--- src/rtl/target_bus_tx.sv ---
// Purpose : target-side SDA transmit engine; serialises one bit or one byte (MSB first) timed to SCL.
// Latency : a bit is driven on the first clk with SCL low and the tHD_DAT hold expired; done_o on the SCL fall ending the last bit.
// Backpress: requests are level-held until done_o; new requests are accepted only in Idle/HoldOut (never in the done_o cycle).
//
// Optional feature macro: I3C_TX_TBIT_EN -- byte requests append a 9th odd-parity T-bit, driven push-pull.
//
// Ports:
//   clk_i, rst_i             clock, synchronous active-high reset
//   req_bit_i / req_byte_i   level requests (bit wins if both); req_value_i and sel_od_pp_i latched on accept
//   done_o                   one-cycle pulse when a request completes
//   arbitration_lost_o       sticky: open-drain '1' read back as '0'; cleared on the next accept
//   scl_i, scl_posedge_i, scl_negedge_i, sda_i   synchronised bus observation
//   bus_stop_det_i, bus_rstart_det_i             abort the transfer (back to Idle, no done_o)
//   sda_o, sel_od_pp_o       SDA drive value (1 = released in OD) and pad mode (0 = OD, 1 = PP)

module target_bus_tx #(
  parameter int unsigned T_HD_DAT_CYCLES = 3,
  parameter int unsigned HD_CNT_W        = 8
) (
  input  logic       clk_i,
  input  logic       rst_i,
  input  logic       req_bit_i,
  input  logic       req_byte_i,
  input  logic [7:0] req_value_i,
  input  logic       sel_od_pp_i,
  output logic       done_o,
  output logic       arbitration_lost_o,
  input  logic       scl_i,
  input  logic       scl_posedge_i,
  input  logic       scl_negedge_i,
  input  logic       sda_i,
  input  logic       bus_stop_det_i,
  input  logic       bus_rstart_det_i,
  output logic       sda_o,
  output logic       sel_od_pp_o
);

`ifdef I3C_TX_TBIT_EN
  localparam int unsigned SH_W = 9;
  localparam logic [3:0] BYTE_BITS = 4'd9;
`else
  localparam int unsigned SH_W = 8;
  localparam logic [3:0] BYTE_BITS = 4'd8;
`endif

  localparam logic [HD_CNT_W-1:0] HD_MAX = HD_CNT_W'(T_HD_DAT_CYCLES);

  typedef enum logic [2:0] {
    ST_IDLE    = 3'd0,
    ST_SETUP   = 3'd1,
    ST_DRIVE   = 3'd2,
    ST_HIGH    = 3'd3,
    ST_HOLDOUT = 3'd4
  } state_t;

  state_t              state_q, state_d;
  logic [HD_CNT_W-1:0] hd_cnt_q, hd_cnt_d;
  logic [SH_W-1:0]     shift_q, shift_d;
  logic [3:0]          bits_q, bits_d;
  logic                od_pp_q, od_pp_d;
  logic                sda_q, sda_d;
  logic                sel_q, sel_d;
  logic                done_q, done_d;
  logic                arb_q, arb_d;
`ifdef I3C_TX_TBIT_EN
  logic                is_byte_q, is_byte_d;
`endif

  logic            hold_ok;
  logic            req_any;
  logic            accept;
  logic            abort;
  logic            cur_bit;
  logic            tbit_now;
  logic [SH_W-1:0] load_shift;
  logic [3:0]      load_bits;

  assign req_any = req_bit_i | req_byte_i;
  assign abort   = bus_stop_det_i | bus_rstart_det_i;
  assign cur_bit = shift_q[SH_W-1];

  // Acceptance is blocked in the done_o cycle so a requester still holding
  // the finished request's level is not serviced twice.
  assign accept = req_any &&
                  ((state_q == ST_IDLE) || ((state_q == ST_HOLDOUT) && !done_q));

`ifdef I3C_TX_TBIT_EN
  // The T-bit is the last bit of a byte request; it is always driven push-pull.
  assign tbit_now = is_byte_q && (bits_q == 4'd1);
`else
  assign tbit_now = 1'b0;
`endif

  // Load image: the bit to send first always sits in the MSB of the shifter.
  always_comb begin
    load_shift = '0;
    load_bits  = BYTE_BITS;
    if (req_bit_i) begin
      load_shift[SH_W-1] = req_value_i[0];
      load_bits          = 4'd1;
    end else begin
`ifdef I3C_TX_TBIT_EN
      load_shift = {req_value_i, ~^req_value_i};
`else
      load_shift = req_value_i;
`endif
    end
  end

  // Hold counter: restarts on every SCL fall and saturates at T_HD_DAT_CYCLES.
  // hold_ok looks at the next count so that the new bit appears on exactly the
  // T_HD_DAT_CYCLES-th clock edge after the fall was seen, and a fall in the
  // current cycle always re-arms the hold.
  always_comb begin
    hd_cnt_d = hd_cnt_q;
    if (scl_negedge_i) begin
      hd_cnt_d = '0;
    end else if (hd_cnt_q != HD_MAX) begin
      hd_cnt_d = hd_cnt_q + HD_CNT_W'(1);
    end
  end

  assign hold_ok = (hd_cnt_d == HD_MAX);

  always_comb begin
    state_d = state_q;
    shift_d = shift_q;
    bits_d  = bits_q;
    od_pp_d = od_pp_q;
    sda_d   = sda_q;
    sel_d   = sel_q;
    done_d  = 1'b0;
    arb_d   = arb_q;
`ifdef I3C_TX_TBIT_EN
    is_byte_d = is_byte_q;
`endif

    case (state_q)
      ST_IDLE: begin
        sda_d = 1'b1;
        sel_d = 1'b0;
      end

      ST_SETUP: begin
        // Previous SDA value stays on the wire until the hold window expires.
        if (!scl_i && hold_ok) begin
          state_d = ST_DRIVE;
          sda_d   = arb_q ? 1'b1 : cur_bit;
          sel_d   = tbit_now ? 1'b1 : od_pp_q;
        end
      end

      ST_DRIVE: begin
        if (scl_posedge_i) begin
          // sel_q is the effective pad mode, so a push-pull T-bit is never checked.
          if (!sel_q && cur_bit && !sda_i) begin
            arb_d = 1'b1;
          end
          state_d = ST_HIGH;
        end
      end

      ST_HIGH: begin
        if (scl_negedge_i) begin
          if (bits_q == 4'd1) begin
            done_d  = 1'b1;
            state_d = ST_HOLDOUT;
          end else begin
            shift_d = {shift_q[SH_W-2:0], 1'b0};
            bits_d  = bits_q - 4'd1;
            state_d = ST_SETUP;
          end
        end
      end

      ST_HOLDOUT: begin
        if (!accept && hold_ok) begin
          state_d = ST_IDLE;
          sda_d   = 1'b1;
          sel_d   = 1'b0;
        end
      end

      default: begin
        state_d = ST_IDLE;
        sda_d   = 1'b1;
        sel_d   = 1'b0;
      end
    endcase

    if (accept) begin
      state_d = ST_SETUP;
      shift_d = load_shift;
      bits_d  = load_bits;
      od_pp_d = sel_od_pp_i;
      arb_d   = 1'b0;
`ifdef I3C_TX_TBIT_EN
      is_byte_d = !req_bit_i;
`endif
    end

    // STOP / Repeated START win over everything else; arbitration flag is kept.
    if (abort) begin
      state_d = ST_IDLE;
      sda_d   = 1'b1;
      sel_d   = 1'b0;
      done_d  = 1'b0;
      arb_d   = arb_q;
    end
  end

  always_ff @(posedge clk_i) begin
    if (rst_i) begin
      state_q  <= ST_IDLE;
      hd_cnt_q <= HD_MAX;
      shift_q  <= '0;
      bits_q   <= '0;
      od_pp_q  <= 1'b0;
      sda_q    <= 1'b1;
      sel_q    <= 1'b0;
      done_q   <= 1'b0;
      arb_q    <= 1'b0;
`ifdef I3C_TX_TBIT_EN
      is_byte_q <= 1'b0;
`endif
    end else begin
      state_q  <= state_d;
      hd_cnt_q <= hd_cnt_d;
      shift_q  <= shift_d;
      bits_q   <= bits_d;
      od_pp_q  <= od_pp_d;
      sda_q    <= sda_d;
      sel_q    <= sel_d;
      done_q   <= done_d;
      arb_q    <= arb_d;
`ifdef I3C_TX_TBIT_EN
      is_byte_q <= is_byte_d;
`endif
    end
  end

  assign sda_o              = sda_q;
  assign sel_od_pp_o        = sel_q;
  assign done_o             = done_q;
  assign arbitration_lost_o = arb_q;

endmodule

--- config.mk ---
export PLATFORM = sky130hd
export DESIGN_NAME = target_bus_tx
export DESIGN_NICKNAME = d
export VERILOG_FILES = /design/src/rtl/target_bus_tx.sv
export SDC_FILE = /design/constraint.sdc
export NUM_CORES = 1
export LEC_CHECK = 0
export ABC_AREA = 1
export CORE_AREA = 4 4 78 94
export DETAILED_ROUTE_END_ITERATION = 8
export DIE_AREA = 0 0 82 98
export GPL_ROUTABILITY_DRIVEN = 0
export HOLD_SLACK_MARGIN = 0.03
export PLACE_DENSITY_LB_ADDON = 0.25
export SYNTH_ARGS = -nofsm -noshare
export SYNTH_HDL_FRONTEND = slang
export SYNTH_SLANG_ARGS = --single-unit
--- constraint.sdc ---
create_clock -name clk_i -period 1.8 [get_ports clk_i]
set_input_delay 0.36 -clock clk_i [delete_from_list [all_inputs] [get_ports clk_i]]
set_output_delay 0.36 -clock clk_i [all_outputs]
set_load 0.05 [all_outputs]
==> Yosys cells after proc, flatten, opt, wreduce, memory -nomap -nowiden <==
Cells that the tools add are included.
{ "totals": {"in_bits": 19, "reg_bits": 28, "ram_bits": 0, "wordCells": 95, "latchBits": 0, "romBits": 0, "out_inout_bits": 4, "n_memories": 0} }
{ "classes": {"div_mod_pow": 0, "order_cmp": 0, "mul": 0, "n_addsub": 2, "muxes": 32, "n_shift": 0, "n_eq_ne": 17, "reduce_logical": 27, "bitwise_logic": 7} }
{ "op_table": {"columns": ["cell", "count"], "rows": [
  ["8-bit 2-to-1 mux", 6],
  ["4-bit 2-to-1 mux", 5],
  ["3-bit 2-to-1 mux", 5],
  ["3-bit one-hot mux with 5 select lines", 1],
  ["1-bit 2-to-1 mux", 12],
  ["2-bit != test (second input constant)", 5],
  ["5-bit AND reduction", 2],
  ["2-bit nonzero test", 5],
  ["3-bit != test (second input constant)", 3],
  ["8-bit by 1-bit adder with 8-bit output (second input constant)", 1],
  ["8-bit by 2-bit equality test with 1-bit output (second input constant)", 1],
  ["8-bit by 2-bit != test with 1-bit output (second input constant)", 1],
  ["7-bit 2-to-1 mux", 1],
  ["3-bit by 2-bit equality test with 1-bit output (second input constant)", 2],
  ["1-bit logical AND", 6],
  ["1-bit one-hot mux with 3 select lines", 2],
  ["3-bit AND reduction", 2],
  ["1-bit logical NOT", 5],
  ["1-bit inverter", 5],
  ["4-bit by 1-bit equality test with 1-bit output (second input constant)", 1],
  ["4-bit AND reduction", 1],
  ["2-bit OR reduction", 2],
  ["4-bit OR reduction", 1],
  ["4-bit by 1-bit subtractor with 4-bit output (second input constant)", 1],
  ["other kinds (8)", 9]
]} }

==> Longest topological paths before layout <==
{ "depth": {"word_depth": 9, "depth_mapped": 14, "depth_no_buf": 14} }

==> Least setup slack after synthesis <==
No wires, ideal clock.
{ "synth_timing": {"path_kind": "reg-to-reg", "from": "register hd_cnt_q[0]", "to": "register sda_q (netlist: sda_o)", "path_stages_with_launch": 13, "arrival_ns": 1.520, "setup_ns": 0.124, "required_ns": 1.676, "slack_ns": 0.156, "path_cell_list": "dfxtp_1 ha_1 nand2_1 nor2_2 nand2_1 nand2_1 nand3_2 nor2_2 nand4_1 nand2_2 nand3_2 nand2_1 nand3_1"} }
{ "synth_via": {"elab_chain_cells": 7} }
{ "synth_lines": {"columns": ["item", "line", "text"], "rows": [
  ["from (decl)", "57", "logic [HD_CNT_W-1:0] hd_cnt_q, hd_cnt_d;"],
  ["from (signal assigned)", "228", "hd_cnt_q <= hd_cnt_d;"],
  ["8-bit by 1-bit adder with 8-bit output / 8-bit by 2-bit != test with 1-bit output (equally long branches)", "119, 118", null],
  ["8-bit 2-to-1 mux *", "118", "end else if (hd_cnt_q != HD_MAX) begin"],
  ["8-bit 2-to-1 mux *", "116", "if (scl_negedge_i) begin"],
  ["8-bit by 2-bit equality test with 1-bit output *", "123", "assign hold_ok = (hd_cnt_d == HD_MAX);"],
  ["1-bit logical AND (on tied branches)", "146, 177", null],
  ["2-bit != test (no source line) / 2-bit by 1-bit != test with 1-bit output (equally long branches)", null, null],
  ["3-bit AND reduction (no source line) *", null, null],
  ["to (signal assigned)", "219", "sda_q <= 1'b1;"],
  ["to (signal assigned)", "232", "sda_q <= sda_d;"],
  ["to (decl)", "61", "logic sda_q, sda_d;"]
]} }
Mark *: on every way between the ends. The rest lies on a longest branch, timed or not.
A chain may end at the register's enable or synchronous reset.

==> Worst setup path in the final report <==
{ "layout_timing": {"from": "register hd_cnt_q[1]", "to": "register sda_q (netlist: sda_o)"} }
The elaborated chain is that of the path after synthesis.

==> results summary <==
The final setup violation count is 0. The largest stage delay on the critical path is ~0.35 ns. The area of the multi-input gates is 941 sq um. The highest fanout seen on the critical path is 6.

The cell count after synthesis came out at approximately 230. The tree is rooted in a sky130_fd_sc_hd__clkbuf_8. The number of top-level pins came out at 23.

The count of cells along the worst register-to-register path came out at 12. In this run the register-to-register setup slack is about 0.055 ns. STA classifies the critical path startpoint as a flip-flop. After clock tree synthesis, the clock-pin slew on the worst setup and hold paths is 0.10 ns. The core area is about 6400 sq um. In the layout the commonest cells are sky130_fd_sc_hd__nand2_1 (40), sky130_fd_sc_hd__buf_4 (32), sky130_fd_sc_hd__inv_1 (28), sky130_fd_sc_hd__nor2_1 (28), sky130_fd_sc_hd__dfxtp_1 (24).

The share of the core filled with cells in the final layout came out at a little over a third. The initial utilization of the core area, before any placement, comes to 24.6%. The die extent in y is 98 um.

The area after detailed placement is between 2000 and 2500 sq um. The logic depth of the worst setup path including buffers is 12. The via count is 1,607. The total of hold buffers inserted after clock tree synthesis came out at 0. The proportion of netlist area held by the largest area contributor is between 30% and 40%. The fraction of final layout cells with drive strength greater than 1 is 27.0%. The first global-routing pass estimated 6520 um of wire.

The final number of hold-violating endpoints is 0. The post-route DRC violation count is 0. The final cycle utilization of the critical path is a little over nine tenths.

The overall track demand over capacity in global routing came out at 10.1%. After synthesis, flip-flops and latches occupy 35.6% of the total area. The worst hold slack came out at roughly 0.47 ns. The total congestion overflow is 0.

The time the final worst path needs with I/O delays and setup came out at 1.75 ns. The average cell area after synthesis came out at ~6.8 sq um. The layout net count is 304. The slew at the pin with the worst max-slew slack is 0.502 ns. The fill cell total of the finished layout is 706.

The largest vdd supply drop came out at around 0.29 mV. For this run, the number of Yosys warnings is 0. The post-synth design cell area came out at 1570 sq um.

The CTS tree is built. The number of antenna cells inserted came out at 0. The number of detailed-route iterations in the first pass is 4.

The worst path buffer plus inverter count came out at 1. The worst setup path endpoint is sda_o$_SDFFE_PP1P_. The number of max-capacitance violations reported came out at 0.

The capture point of the worst reg-to-reg path is sda_o$_SDFFE_PP1P_. On the final layout, the worst clock skew is between 0.005 and 0.006 ns. The total negative slack is 0 ns. The library cell contributing the largest single delay on the critical path is sky130_fd_sc_hd__dfxtp_2. By area the synthesized netlist is led by sky130_fd_sc_hd__dfxtp_1 (36%), sky130_fd_sc_hd__nand2_1 (11%), sky130_fd_sc_hd__nor2_1 (6.9%), sky130_fd_sc_hd__inv_1 (6.7%), sky130_fd_sc_hd__nand3_1 (6.4%).

The number of levels the H-tree was split into came out at 1. The worst path arrival time is 1.91 ns. The kind of end point of the critical path is a flip-flop. The largest net degree at the start of global routing came out at 17. After floorplanning, the core was divided into 32 placement rows. Data on the critical path is required at its endpoint by 1.97 ns. The prevailing post-synth register cell is sky130_fd_sc_hd__dfxtp_1. The number of nets with antenna violations after detailed routing came out at 0. The initial antenna violation count was 0. The count of input and output buffers came out at 22.

The number of distinct library cell variants in the gate-level netlist after synthesis is 33. The synthesized design contains 0 enable-type register cells. The die covers 8040 sq um. In this run the power density over the cells is 683 nW/um^2. Using the TritonRoute via totals, the vias-per-cell ratio works out to 4.39. The number of nets in the synthesized netlist is 254. The deepest clock path buffer count is 2. The path class of the tightest hold or removal check is reg2reg. The die width came out at 82 um. The clock latency on the worst-skew pair is 0.28 ns. The fmax is 573 MHz.

The mean routed wirelength per cell is 11.0 um. From synthesis to final layout, the design area changed by 42.7%. Synthesis inferred 28 register bits. The via count of the first global-routing pass was around 1,600. The largest total area in the synthesized netlist belongs to sky130_fd_sc_hd__dfxtp_1. The first-iteration detailed-routing DRC count came out at 59.

The source of the worst register-to-register timing path is hd_cnt_q[1]$_SDFF_PP1_. In this run, CTS created clock tree buffers numbering 3. In the final layout, flip-flops and latches occupy 566 sq um. The count of final max-slew check failures is 0. Leaving out fill and tap cells, the most frequent cell in the layout is sky130_fd_sc_hd__nand2_1. Setup repair after global routing could not meet its margin everywhere.

The post-DP HPWL came out at 3080 um. CTS saw 28 sinks. The critical path goes through ha_4, nand2_2, nor2_4, buf_4, nand3b_1, nand3_4, nor2_4, nand4_1, nand2_2, nand3_2, nand2_2, nand3_2. The analysis attributes to cell leakage a power of roughly 0.97 nW. The category of the most critical setup path is reg2reg.

The worst slew margin relative to its limit is roughly two thirds. The total non-filler cell area in the finished layout came out at 2250 sq um. The flow ran to the end, and the final reports show no timing, DRC or antenna violations. The category of cells accounting for the largest share of critical-path delay is simple AND/OR/NAND/NOR gates. The critical path startpoint is hd_cnt_q[1]$_SDFF_PP1_. The post-detailed-routing wire length is 4040 um. Among the stages of the critical path, the cell type that occurs most often is sky130_fd_sc_hd__nand2_2. The share of synthesized flip-flops with an asynchronous set or reset is 0%.
## worst register-to-register path, delay by kind of cell, from the launching register on
family                   cells  cell delay, ns
AND/OR/NAND/NOR             10            0.99
flip-flops                   1            0.35
adder cells (fa/ha/maj)      1            0.18
buffers and inverters        1            0.13
## logic make-up after synthesis
family	synth area share, %
AO/OA/AOI/OAI	14.2
XOR/XNOR	1.11
adder cells (fa/ha/maj)	2.38
buffers and inverters	10.7
flip-flops	35.6
AND/OR/NAND/NOR	36.0
## sequential cells by signal (all words and copies together) (netlist names)
register and flops:
od_pp_q 1, state_q 3, hd_cnt_q 8, sel_od_pp_o 1, shift_q 8, done_o 1
sda_o 1, arbitration_lost_o 1, bits_q 4
## routing by layer
metal / wire length, um / global-route usage (%) / up-vias
met2: 2000 / 17.4 / 25
li1: - / - / 851
met5: 0 / 0 / -
met4: 65 / 3.20 / 0
met1: 1850 / 12.3 / 725
met3: 124 / 1.85 / 6
## power breakdown
group	switching [W]	total [W]	internal (W)
combinational	0.000177	0.000353	0.000175
sequential	0.0000234	0.000676	0.000652
clock	0.000208	0.000506	0.000298
total	0.000408	0.00153	0.00113
## synth_stat cells (3+ instances only)
| cell type | n |
|---|---|
| sky130_fd_sc_hd__o21ai_1 | 8 |
| sky130_fd_sc_hd__inv_2 | 4 |
| sky130_fd_sc_hd__a21oi_1 | 19 |
| sky130_fd_sc_hd__clkbuf_1 | 4 |
| sky130_fd_sc_hd__dfxtp_1 | 28 |
| sky130_fd_sc_hd__nor3_1 | 3 |
| sky130_fd_sc_hd__nand4_1 | 6 |
| sky130_fd_sc_hd__o21ai_0 | 3 |
| sky130_fd_sc_hd__inv_1 | 28 |
| sky130_fd_sc_hd__ha_1 | 3 |
| sky130_fd_sc_hd__nand3_1 | 20 |
| sky130_fd_sc_hd__nand3_2 | 3 |
| sky130_fd_sc_hd__nor2_1 | 29 |
| sky130_fd_sc_hd__nor2_2 | 5 |
| sky130_fd_sc_hd__nand2_1 | 47 |
## metrics by stage
| stage | worst slack (ns) | total power, W | cells |
|---|---|---|---|
| 2_1_floorplan | 0.156 | 0.000859 | 232 |
| 3_3_place_gp | -0.153 | 0.000998 | 360 |
| 3_5_place_dp | -0.194 | 0.000998 | 360 |
| 4_1_cts | 0.00152 | 0.00151 | 364 |
| 5_1_grt | -0.124 | 0.00161 | 366 |
| 6_report | 0.0549 | 0.00153 | 366 |
## area by class of cell
type | count | share of cell area (%)
Tap cell | 85 | 4.74
Clock inverter | 1 | 1.34
Sequential cell | 28 | 25.2
Timing Repair Buffer | 50 | 18.7
Inverter | 34 | 6.30
Clock buffer | 3 | 1.84
Multi-Input combinational cell | 165 | 41.9
## how the worst min path moves through the flow
| stage | start | slack (ns) | endpoint | cells past startpoint |
|---|---|---|---|---|
| final | shift_q[0]$_SDFFE_PP0P_ | 0.47 | shift_q[0]$_SDFFE_PP0P_ | 2 |
| after global routing | shift_q[0]$_SDFFE_PP0P_ | 0.49 | shift_q[0]$_SDFFE_PP0P_ | 2 |
| after CTS | shift_q[0]$_SDFFE_PP0P_ | 0.47 | shift_q[0]$_SDFFE_PP0P_ | 2 |
| after detailed placement | sda_o$_SDFFE_PP1P_ | 0.46 | sda_o$_SDFFE_PP1P_ | 2 |
| after global placement | sda_o$_SDFFE_PP1P_ | 0.45 | sda_o$_SDFFE_PP1P_ | 2 |
| after floorplan | shift_q[0]$_SDFFE_PP0P_ | 0.44 | shift_q[0]$_SDFFE_PP0P_ | 2 |
## what timing repair did
action	4_1_cts	5_1_grt
endpoints found under the hold margin	0	0
pin swaps	0	13
resized for setup	1	25
setup buffers	0	2
endpoints found under the setup margin	4	6
Note: power is estimated with default switching activity, not from simulation.
